### src/rtl/pc_fetch_if.sv
// Fetch-stage bus: adder handshake, instruction-memory request and decode-side outputs.
// The master modport is the fetch stage itself; the slave modport is its environment.
interface pc_fetch_if;
    logic        stall;
    logic        redirect;
    logic [31:0] redirect_pc;
    logic [31:0] pc_plus4;
    logic [31:0] adder_in0;
    logic [31:0] adder_in1;
    logic [31:0] imem_addr;
    logic        imem_en;
    logic [31:0] pc_d;
    logic        valid_d;
    logic        misalign_err;
    logic [31:0] fetch_count;

    modport master (
        input  stall, redirect, redirect_pc, pc_plus4,
        output adder_in0, adder_in1, imem_addr, imem_en,
        output pc_d, valid_d, misalign_err, fetch_count
    );

    modport slave (
        output stall, redirect, redirect_pc, pc_plus4,
        input  adder_in0, adder_in1, imem_addr, imem_en,
        input  pc_d, valid_d, misalign_err, fetch_count
    );
endinterface

### src/rtl/pc_fetch.sv
// PC generation and instruction fetch. Holds the fetch PC, uses the shared
// adder for PC+4, issues synchronous-read IMEM requests and tracks which PC
// the returning IMEM data belongs to at decode.
module pc_fetch #(
    parameter logic [31:0] RESET_PC = 32'h4000_0000
) (
    input  logic      clk,
    input  logic      rst,
    pc_fetch_if.master bus
);

    typedef enum logic [0:0] {
        BOOT = 1'b0,
        RUN  = 1'b1
    } state_t;

    state_t      state_r;
    state_t      state_next_s;
    logic [31:0] pc_f_r;
    logic [31:0] pc_f_next_s;
    logic        imem_en_s;
    logic [31:0] pc_d_r;
    logic        valid_d_r;
    logic        misalign_r;
    logic [31:0] fetch_count_r;

    // Redirect targets are forced onto a word boundary; low bits are dropped.
    function automatic logic [31:0] word_align(input logic [31:0] addr);
        return {addr[31:2], 2'b00};
    endfunction

    // True when a redirect target is not word aligned.
    function automatic logic is_misaligned(input logic [31:0] addr);
        return (addr[1:0] != 2'b00);
    endfunction

    // State register: BOOT gives one quiet cycle after reset before fetching.
    always_ff @(posedge clk or posedge rst) begin
        if (rst) begin
            state_r <= BOOT;
        end else begin
            state_r <= state_next_s;
        end
    end

    // Next state: BOOT always advances to RUN; RUN is left only through reset.
    always_comb begin
        state_next_s = state_r;
        case (state_r)
            BOOT:    state_next_s = RUN;
            RUN:     state_next_s = RUN;
            default: state_next_s = BOOT;
        endcase
    end

    // Fetch issue and next-PC select; redirect outranks both BOOT and stall.
    always_comb begin
        imem_en_s   = (state_r == RUN) && !bus.stall;
        pc_f_next_s = pc_f_r;
        if (bus.redirect) begin
            pc_f_next_s = word_align(bus.redirect_pc);
        end else if ((state_r == BOOT) || bus.stall) begin
            pc_f_next_s = pc_f_r;
        end else begin
            pc_f_next_s = bus.pc_plus4;
        end
    end

    // Fetch PC register.
    always_ff @(posedge clk or posedge rst) begin
        if (rst) begin
            pc_f_r <= RESET_PC;
        end else begin
            pc_f_r <= pc_f_next_s;
        end
    end

    // Decode register: redirect kills the in-flight fetch, stall freezes it.
    always_ff @(posedge clk or posedge rst) begin
        if (rst) begin
            pc_d_r    <= RESET_PC;
            valid_d_r <= 1'b0;
        end else if (bus.redirect) begin
            valid_d_r <= 1'b0;
        end else if (bus.stall) begin
            valid_d_r <= valid_d_r;
        end else if (imem_en_s) begin
            pc_d_r    <= pc_f_r;
            valid_d_r <= 1'b1;
        end else begin
            valid_d_r <= 1'b0;
        end
    end

    // Sticky misaligned-redirect flag, cleared only by reset.
    always_ff @(posedge clk or posedge rst) begin
        if (rst) begin
            misalign_r <= 1'b0;
        end else if (bus.redirect && is_misaligned(bus.redirect_pc)) begin
            misalign_r <= 1'b1;
        end else begin
            misalign_r <= misalign_r;
        end
    end

    // Issued-fetch counter; killed fetches still count, wraps naturally.
    always_ff @(posedge clk or posedge rst) begin
        if (rst) begin
            fetch_count_r <= 32'd0;
        end else if (imem_en_s) begin
            fetch_count_r <= fetch_count_r + 32'd1;
        end else begin
            fetch_count_r <= fetch_count_r;
        end
    end

    assign bus.adder_in0    = pc_f_r;
    assign bus.adder_in1    = 32'd4;
    assign bus.imem_addr    = pc_f_r;
    assign bus.imem_en      = imem_en_s;
    assign bus.pc_d         = pc_d_r;
    assign bus.valid_d      = valid_d_r;
    assign bus.misalign_err = misalign_r;
    assign bus.fetch_count  = fetch_count_r;

endmodule

### src/flat_wrapper.sv
// flat-port wrapper written by rule: the top's interface ports become plain ports
module pc_fetch_flat 
#(
    parameter logic [31:0] RESET_PC = 32'h4000_0000
)
  (clk, rst, bus_stall, bus_redirect, bus_redirect_pc, bus_pc_plus4, bus_adder_in0, bus_adder_in1, bus_imem_addr, bus_imem_en, bus_pc_d, bus_valid_d, bus_misalign_err, bus_fetch_count);
  pc_fetch_if bus_i ();
  input  logic clk;
  input  logic rst;
  input wire logic [$bits(bus_i.stall)-1:0] bus_stall;
  input wire logic [$bits(bus_i.redirect)-1:0] bus_redirect;
  input wire logic [$bits(bus_i.redirect_pc)-1:0] bus_redirect_pc;
  input wire logic [$bits(bus_i.pc_plus4)-1:0] bus_pc_plus4;
  output wire logic [$bits(bus_i.adder_in0)-1:0] bus_adder_in0;
  output wire logic [$bits(bus_i.adder_in1)-1:0] bus_adder_in1;
  output wire logic [$bits(bus_i.imem_addr)-1:0] bus_imem_addr;
  output wire logic [$bits(bus_i.imem_en)-1:0] bus_imem_en;
  output wire logic [$bits(bus_i.pc_d)-1:0] bus_pc_d;
  output wire logic [$bits(bus_i.valid_d)-1:0] bus_valid_d;
  output wire logic [$bits(bus_i.misalign_err)-1:0] bus_misalign_err;
  output wire logic [$bits(bus_i.fetch_count)-1:0] bus_fetch_count;
  assign bus_i.stall = bus_stall;
  assign bus_i.redirect = bus_redirect;
  assign bus_i.redirect_pc = bus_redirect_pc;
  assign bus_i.pc_plus4 = bus_pc_plus4;
  assign bus_adder_in0 = bus_i.adder_in0;
  assign bus_adder_in1 = bus_i.adder_in1;
  assign bus_imem_addr = bus_i.imem_addr;
  assign bus_imem_en = bus_i.imem_en;
  assign bus_pc_d = bus_i.pc_d;
  assign bus_valid_d = bus_i.valid_d;
  assign bus_misalign_err = bus_i.misalign_err;
  assign bus_fetch_count = bus_i.fetch_count;
  pc_fetch #(.RESET_PC(RESET_PC)) u_core (.clk(clk), .rst(rst), .bus(bus_i));
endmodule
### config.mk
export PLATFORM = sky130hd
export DESIGN_NAME = pc_fetch_flat
export DESIGN_NICKNAME = d
export VERILOG_FILES = /design/src/rtl/pc_fetch_if.sv /design/src/rtl/pc_fetch.sv /design/src/flat_wrapper.sv
export SDC_FILE = /design/constraint.sdc
export NUM_CORES = 1
export LEC_CHECK = 0
export CORE_ASPECT_RATIO = 1.75
export CORE_MARGIN = 5
export CORE_UTILIZATION = 35
export CTS_CLUSTER_SIZE = 20
export DETAILED_ROUTE_END_ITERATION = 10
export PLACE_DENSITY_LB_ADDON = 0.25
export SLEW_MARGIN = 20
export SYNTH_ARGS = -nofsm -noshare
export SYNTH_HDL_FRONTEND = slang
export SYNTH_SLANG_ARGS = --single-unit
export TNS_END_PERCENT = 10
### constraint.sdc
create_clock -name clk -period 10.3 [get_ports clk]
set_clock_uncertainty 0.15 [all_clocks]
set_input_delay 2.06 -clock clk [delete_from_list [all_inputs] [get_ports clk]]
set_output_delay 2.06 -clock clk [all_outputs]
set_load 0.05 [all_outputs]
Word level (Yosys, flattened, before mapping)
Cells that the tools add are included.
Word-level totals
  register bits after elaboration: 99
  bits in latches: 0
  memory bits (writable): 0
  ROM bits: 0
  input bits: 68
  output and inout port bits: 163
  word-level logic and storage cells: 23
  memories kept: 0
Cells by class
  add/subtract/negate cells: 1
  multiply operators: 0
  div/mod/pow operators: 0
  magnitude comparators: 0
  equality and inequality tests: 2
  shifts and indexed selects: 0
  multiplexer cells: 5
  bitwise gates (word level): 3
  reduce and logical (&&, ||, !) cells: 6
Operators with widths (number)
  32-bit two-way mux: 2
  32-bit by 1-bit adder with 32-bit output (second input constant): 1
  1-bit two-way mux: 3
  1-bit inverter: 3
  3-bit AND reduction: 1
  1-bit logical AND: 2
  2-bit by 1-bit != test with 1-bit output (second input constant): 1
  2-bit != test (second input constant): 1
  2-bit nonzero test: 1
  1-bit zero test: 1
  1-bit logical OR: 1

Depth between registers and ports, before layout
Gate-level depths: netlist of run 1.
  depth after elaboration: 5
  gate-level depth with buffers: 6
  gate-level depth less buffers: 5

Worst setup path after synthesis of run 1
No wires, ideal clock.
  path kind: input -> output
  from: input port bus_stall
  to: output port bus_imem_en
  arrival time: 2.738 ns
  required time: 8.090 ns
  path slack: 5.352 ns
  cell stages on the path: 4
  buffers on the path: 2
  path through: nand2b_4 -> buf_4 -> clkinv_2 -> buf_4
Between the ends
  longest elaborated chain between the ends: 2
Ends and longest elaborated chain
  from (decl): RTL line flat_wrapper.sv:10  | input wire logic [$bits(bus_i.stall)-1:0] bus_stall;
  1-bit zero test: RTL line pc_fetch.sv:58  | imem_en_s = (state_r == RUN) && !bus.stall;
  1-bit logical AND: RTL line pc_fetch.sv:58
  to (decl): RTL line flat_wrapper.sv:17  | output wire logic [$bits(bus_i.imem_en)-1:0] bus_imem_en;
No other way between the ends.

Worst setup path after layout of run 1
Same ends and word-level chain as after synthesis.

==> results of run 1 <==
cells in the mapped netlist (all sizes together):
library cell  count  share of area, %
nor4              1              0.45
mux2i            30               6.4
clkbuf            7              0.56
mux2             32               7.7
xor2              6               1.1
nor3              2              0.32
nand3            11               1.2
dfstp             2               1.1
and4bb            1              0.27
nand4b            1              0.19
nand2            46               3.7
a21oi             3              0.32
conb              2              0.16
inv               1             0.080
clkinv            1              0.11
ha                1              0.27
and4              6               1.1
nand4            10               1.9
and3              6              0.85
xnor2            25               4.8
o21ai            31               3.3
dfrtp            97                52
nor2              4              0.37
buf              74                12
nand2b            2              0.43
kinds of logic after synthesis:
family,after synthesis
compound gates,34
other cells,2
xor+xnor,31
buf+inv,83
fa+ha+maj,1
flops,99
mux,62
simple gates,90
flip-flops by register name (all words and copies together), names as in the netlist:
register and count:
u_core.bus.adder_in0 32, u_core.bus.fetch_count 32, u_core.bus.misalign_err 1, u_core.bus.pc_d 32
u_core.bus.valid_d 1, u_core.state_r 1
worst register-to-register path, cell delays in order, from the launching register on:
cell,delay (ns)
sky130_fd_sc_hd__dfrtp_1,0.44
sky130_fd_sc_hd__ha_1,0.22
sky130_fd_sc_hd__nand4b_1,0.17
sky130_fd_sc_hd__nor3_2,0.63
sky130_fd_sc_hd__nand4_1,0.21
sky130_fd_sc_hd__xnor2_1,0.17
metal layers:
| layer | GRT usage, % | vias to the layer above |
|---|---|---|
| met3 | 4.96 | 10 |
| met2 | 26.6 | 143 |
| met1 | 17.3 | 1647 |
| met5 | 0 | - |
| met4 | 4.35 | 0 |
| li1 | - | 1578 |
worst min path at each step:
stage,startpoint,to,slack [ns],cells after the start
detailed placement,u_core.bus.misalign_err$_DFFE_PP0P_,u_core.bus.misalign_err$_DFFE_PP0P_,0.30,1
CTS,u_core.bus.misalign_err$_DFFE_PP0P_,u_core.bus.misalign_err$_DFFE_PP0P_,0.33,1
global placement,u_core.bus.misalign_err$_DFFE_PP0P_,u_core.bus.misalign_err$_DFFE_PP0P_,0.31,1
global route,u_core.bus.fetch_count[31]$_DFFE_PP0P_,u_core.bus.fetch_count[31]$_DFFE_PP0P_,0.35,1
floorplan,u_core.bus.adder_in0[30]$_DFFE_PP1P_,u_core.bus.adder_in0[30]$_DFFE_PP1P_,0.51,2
finish,u_core.bus.fetch_count[31]$_DFFE_PP0P_,u_core.bus.fetch_count[31]$_DFFE_PP0P_,0.32,1
cell type report:
type                       instances  area, sq um  share of cell area [%]
sequential                        99         2480                    36.7
clock inverter                     6         70.1                    1.04
tap                              174          218                    3.22
inverter                           2         11.3                   0.167
multi-input combinational        251         1760                    26.0
clock buffer                      10          229                    3.39
timing repair buffer             199         1990                    29.4
where the power goes:
group | internal [mW] | total, mW | switching (mW) | leakage (nW)
clock | 0.192 | 0.339 | 0.148 | 0.148
combinational | 0.164 | 0.487 | 0.323 | 1.50
sequential | 0.440 | 0.485 | 0.0448 | 1.25
total | 0.795 | 1.31 | 0.515 | 2.90
metrics by stage:
| stage | cell area, sq um | utilization, % |
|---|---|---|
| finish | 6750 | 50.7 |
| global route | 6750 | 50.7 |
| CTS | 6750 | 50.7 |
| detailed placement | 6450 | 48.5 |
| global placement | 6450 | 48.5 |
| floorplan | 4820 | - |
==> summary.txt, run 1 <==
Synth
  • Cells after synthesis: 402
  • Mean cell area of the mapped netlist: 11.7 sq um
  • Synth Area in Simple Gates: 10.8%
  • Multiplexer share of the synthesized area: 14.0%
  • Number of warning messages in the yosys log: 0
  • Total of flip-flops plus latches after synthesis: slightly below 100
  • Proportion of synthesized chip area in sequential cells: 52.7%
  • Adder-Cell Fraction of Synth Area: 0.266%
  • Share of the synthesized area in compound gates (AO/OA/AOI/OAI): 3.61%
  • Share of the synthesized netlist area taken by xor and xnor gates: 5.93%
  • Number of library cell types mapped by synthesis: 36
  • Combinational family with the most area after synthesis: multiplexers
  • Post-Synthesis Cell Area: 0.00471 sq mm

Setup path
  • Worst reg-to-reg setup slack: 8.21 ns
  • CP bufs+invs: 3
  • Crit path launch type: input pin
  • Cell breakdown of the critical path: clkdlybuf4s50_1 -> nand2b_4 -> clkinv_2 -> clkdlybuf4s50_1
  • Startpoint-to-endpoint class of the critical path: input pin to output pin
  • Critical Path RT: 8.09 ns
  • Worst reg2reg endpoint: u_core.bus.fetch_count[28]$_DFFE_PP0P_
  • Largest stage delay on the critical path: 0.92 ns
  • Kind of cell adding the most delay to the critical path: buffers and inverters
  • Most common cell on crit path: sky130_fd_sc_hd__clkdlybuf4s50_1
  • Critical Path Slowest Stage Cell: sky130_fd_sc_hd__clkdlybuf4s50_1
  • Kind of end point of the critical path: output pin
  • Timing endpoint of the critical path: bus_imem_en
  • Critical Path Stages: 4
  • R2R cell count: 5
  • Data arrival time of the worst path: 4.37 ns
  • Biggest fanout along the worst timing path: 35
  • Worst reg2reg startpoint: u_core.bus.fetch_count[0]$_DFFE_PP0P_
  • Critical path startpoint: bus_stall

Cells and area
  • Ant diodes: 0
  • Number of fill cells: 1212
  • Net count, final: between 600 and 700
  • Synth-to-Final Area Change: 43.4%
  • Most used cells in the layout excluding fill and tap cells: sky130_fd_sc_hd__clkdlybuf4s50_1, sky130_fd_sc_hd__dfrtp_1, sky130_fd_sc_hd__nand2_1, sky130_fd_sc_hd__conb_1
  • Final cell count without fillers: 741
  • Leading cell type in the layout, fill and taps excluded: sky130_fd_sc_hd__clkdlybuf4s50_1
  • Fraction of final layout cells with drive strength greater than 1: a little under an eighth

Floorplanning
  • Horizontal extent of the die: between 90 and 100 um
  • Y dimension of the die: 163 um
  • Boundary Pins: 231
  • Standard cell core area: 0.0133 sq mm
  • Count of standard-cell rows: 56
  • Die Area: 0.0160 sq mm
  • Initial core utilization: 35.4%

Power and ir drop
  • Sum of internal, switching and leakage power: 1.31 mW
  • Pleak: slightly below 3 nW
  • Worst supply voltage drop on vdd: ~0.092 mV
  • Total power divided by cell area: 194 mW/mm^2

Place
  • Number of placed instances, taps included: roughly 730
  • Half-perimeter wire length after placement: between 9000 and 10000 um
  • Port Buffer Count: between 150 and 200
  • Weighted congestion at the end of routability-driven global placement: 0.723
  • Worst slack, placed: 3.67 ns

Clock network
  • Number of buffers inserted for hold repair after clock tree synthesis: 0
  • Root buffer selected by CTS: sky130_fd_sc_hd__clkbuf_16
  • Clock transition at the registers of the reported paths: around 0.07 ns
  • Post-CTS setup buffer count: 0
  • Number of sinks handled by clock tree synthesis: 99
  • Number of levels in the clock H-tree: 3
  • Longest Clk Path Bufs: 2
  • Clock buffers created by TritonCTS: 9
  • Count of cells resized by post-cts repair: 0
  • CTS tree: done
  • Clock insertion delay at the later pin of the skew report: 0.34 ns

Run
  • Max Cap Viol: 0

Routing
  • Routed wl met3: about 930 um
  • Final routed wirelength across all metal layers: between 10000 and 15000 um
  • Detail-routed net length per standard cell: 16.2 um
  • Met2 layer wire length in the routed design: 6350 um
  • Via count of the routed design: 3378
  • Metal1 wirelength: approximately 4600 um
  • Max Used Layer: met4
  • Final routed DRC violation total: 0
  • Initial DRC count: between 70 and 80
  • Antenna violation net count after detailed routing: 0
  • Detailed Routing Iterations Pass 1: 5
  • Via-per-instance ratio: 4.56

Global route
  • Residual overflow from global routing: 0
  • Pin count of the biggest net entering global routing: 66
  • GRT Resource Usage Total: 15.0%
  • Vias in the first global route: 3676
  • Wire length of the first global-routing pass: 19200 um
  • Initial antenna violation count: 0

STA
  • Max transition margin: 36.3%
  • Setup violation total in the final timing report: 0
  • Fin crit period: approximately 6.6 ns
  • Max-slew violation count: 0
  • Achievable frequency: 0.152 GHz
  • Setup TNS: 0 ns
  • Period utilization: 63.9%
  • Setup repair after global routing missed its margin: no
  • Fin. Hold Viols: 0
  • Post-Route Hold Slack: ~0.32 ns
  • Crit path setup slack, layout: 3.72 ns
  • Worst-margin pin slew: 0.953 ns

Min path
  • Class of the tightest hold or removal check: register to register

Status
  • Run status: complete, no violations
Power figures use the tool's default switching activity.
==> inputs of run 2 (changes only) <==
- clock period: 10.3 -> 5.3 ns (I/O delays scaled with it)
==> run 2 against run 1 <==
Net effect:
- critical path depth unchanged
- critical path type unchanged
- sequential share of layout area down 0.095 points
- worst hold slack better by 0.0021 ns
- flip-flop and latch count unchanged
- register-to-register slack worse by 5.0 ns
- power up 94%
==> summary.txt, run 2 (synthesized netlist as in run 1, its figures left out) <==
Power and ir drop
  • Worst supply voltage drop on vdd: 0.173 mV
  • Switching Power: around 0.99 mW
  • Internal cell power: 1.55 mW
  • Share of total power in the clock network: 25.9%
  • Power share of the sequential group: 36.9%
  • Switching portion of total power: 38.9%
  • Combinational group share of total power: a little under two fifths
  • Total power divided by cell area: 376 mW/mm^2
  • Pleak: between 2 and 3 nW
  • Sum of internal, switching and leakage power: 2.55 mW

STA
  • Setup violation total in the final timing report: 0
  • Setup repair after global routing missed its margin: no
  • Fin crit period: 3.85 ns
  • Setup TNS: 0 ns
  • Achievable frequency: roughly 0.26 GHz
  • Worst-margin pin slew: slightly below 1 ns
  • Period utilization: 72.7%
  • Fin. Hold Viols: 0
  • Max-slew violation count: 0
  • Max transition margin: between 30 and 40%

Min path
  • Class of the tightest hold or removal check: register to register
  • Min-Delay Path Depth: 1
  • HP Start: u_core.bus.fetch_count[31]$_DFFE_PP0P_
  • Worst Hold Endpoint: u_core.bus.fetch_count[31]$_DFFE_PP0P_

Clock network
  • Count of cells resized by post-cts repair: 0
  • Longest Clk Path Bufs: 2
  • Clock insertion delay at the later pin of the skew report: 0.33 ns
  • Root buffer selected by CTS: sky130_fd_sc_hd__clkbuf_16
  • Number of levels in the clock H-tree: 3
  • Post-CTS setup buffer count: 0
  • Number of sinks handled by clock tree synthesis: 99
  • CTS tree: done
  • Number of buffers inserted for hold repair after clock tree synthesis: 0
  • Clock transition at the registers of the reported paths: 0.07 ns
  • Clock buffers created by TritonCTS: 9

Setup path
  • Data arrival time of the worst path: 2.64 ns
  • R2R cell count: 5
  • Kind of end point of the critical path: output pin
  • Critical Path Slowest Stage Cell: sky130_fd_sc_hd__clkdlybuf4s50_1
  • Worst reg-to-reg setup slack: around 3.2 ns
  • Cell breakdown of the critical path: clkdlybuf4s50_1 -> nand2b_4 -> clkinv_2 -> clkdlybuf4s50_1
  • Worst reg2reg startpoint: u_core.bus.fetch_count[0]$_DFFE_PP0P_
  • Worst reg2reg endpoint: u_core.bus.fetch_count[26]$_DFFE_PP0P_
  • Critical Path RT: around 4 ns
  • Most common cell on crit path: sky130_fd_sc_hd__clkdlybuf4s50_1
  • Biggest fanout along the worst timing path: 11
  • Largest stage delay on the critical path: between 0.8 and 0.9 ns
  • Crit path launch type: input pin
  • Startpoint-to-endpoint class of the critical path: input pin to output pin

Cells and area
  • Most used cells in the layout excluding fill and tap cells: sky130_fd_sc_hd__clkdlybuf4s50_1, sky130_fd_sc_hd__dfrtp_1, sky130_fd_sc_hd__nand2_1, sky130_fd_sc_hd__conb_1
  • Synth-to-Final Area Change: 43.8%
  • Net count, final: 633
  • Fraction of final layout cells with drive strength greater than 1: 11.6%
  • Ant diodes: 0
  • Leading cell type in the layout, fill and taps excluded: sky130_fd_sc_hd__clkdlybuf4s50_1
  • Final cell count without fillers: 743

Floorplanning
  • Y dimension of the die: 163 um
  • Boundary Pins: 231
  • Count of standard-cell rows: 56
  • Standard cell core area: 0.0133 sq mm
  • Initial core utilization: 35.4%
  • Horizontal extent of the die: 97.7 um
  • Die Area: 0.0160 sq mm

Routing
  • Via count of the routed design: 3380
  • Antenna violation net count after detailed routing: 0
  • Final routed wirelength across all metal layers: 12100 um
  • Final routed DRC violation total: 0
  • Via-per-instance ratio: 4.55
  • Initial DRC count: 27
  • Detailed Routing Iterations Pass 1: 4
  • Detail-routed net length per standard cell: 16.3 um

Place
  • Number of placed instances, taps included: 727
  • Port Buffer Count: around 200
  • Half-perimeter wire length after placement: 9100 um
  • Weighted congestion at the end of routability-driven global placement: 0.734

Global route
  • Initial antenna violation count: 0
  • Pin count of the biggest net entering global routing: 76
  • Residual overflow from global routing: 0
  • Wire length of the first global-routing pass: 19300 um
  • Vias in the first global route: 3652
  • GRT Resource Usage Total: 15.2%

Run
  • Max Cap Viol: 0

Status
  • Run status: complete, no violations
run 2: cell types whose count changed in the layout (fill, tap and decap cells not counted):
cell,before,now
sky130_fd_sc_hd__clkinvlp_4,0,3
sky130_fd_sc_hd__clkinv_2,2,1
sky130_fd_sc_hd__clkbuf_8,0,1
sky130_fd_sc_hd__inv_6,4,1
sky130_fd_sc_hd__buf_2,0,1
sky130_fd_sc_hd__buf_4,2,3
run 2: routing by layer:
metal  GRT usage (%)  vias to the layer above  wire length (um)
met5               0                        -                 0
met4            4.54                        0               136
met3            5.43                        8               979
met2            27.6                      140              6450
met1            16.5                     1633              4560
li1                -                     1599                 -
run 2: area by class of cell:
type                       instances  area (sq um)
clock buffer                      11           243
clock inverter                     5          61.3
fill                            1234          6540
inverter                           2          11.3
multi-input combinational        251          1760
sequential                        99          2480
tap                              174           218
timing repair buffer             201          2000
run 2: how the worst max path moves through the flow:
stage | from | endpoint | depth (start not counted)
6_report | bus_stall | bus_imem_en | 4
5_1_grt | bus_stall | bus_imem_en | 4
4_1_cts | bus_stall | bus_imem_en | 4
3_5_place_dp | bus_stall | bus_imem_en | 4
3_3_place_gp | bus_stall | bus_imem_en | 4
2_1_floorplan | rst | u_core.bus.adder_in0[0]$_DFFE_PP0P_ | 1
run 2: critical path, delay by kind of cell:
kind / cells / cell delay [ns]
buffers and inverters: 3 / 1.34
and+or+nand+nor: 1 / 0.24
run 2: metrics by stage:
stage | util (%) | setup slack [ns] | hold WS [ns] | instance area, sq um
final | 50.9 | 1.45 | 0.326 | 6770
after global routing | 50.9 | 1.39 | 0.345 | 6770
after CTS | 50.9 | 1.42 | 0.329 | 6770
after detailed placement | 48.6 | 1.43 | 0.305 | 6470
after global placement | 48.6 | 1.43 | 0.311 | 6470
after floorplan | - | 1.50 | 0.514 | 4820
run 2: power by group through the flow:
| stage | clock network, mW | registers, mW | logic (mW) |
|---|---|---|---|
| floorplan | 0 | 1.28 | 0.327 |
| global placement | 0 | 0.949 | 0.950 |
| detailed placement | 0 | 0.954 | 0.956 |
| CTS | 0.687 | 0.942 | 0.958 |
| global route | 0.721 | 0.956 | 0.989 |
| finish | 0.660 | 0.940 | 0.947 |
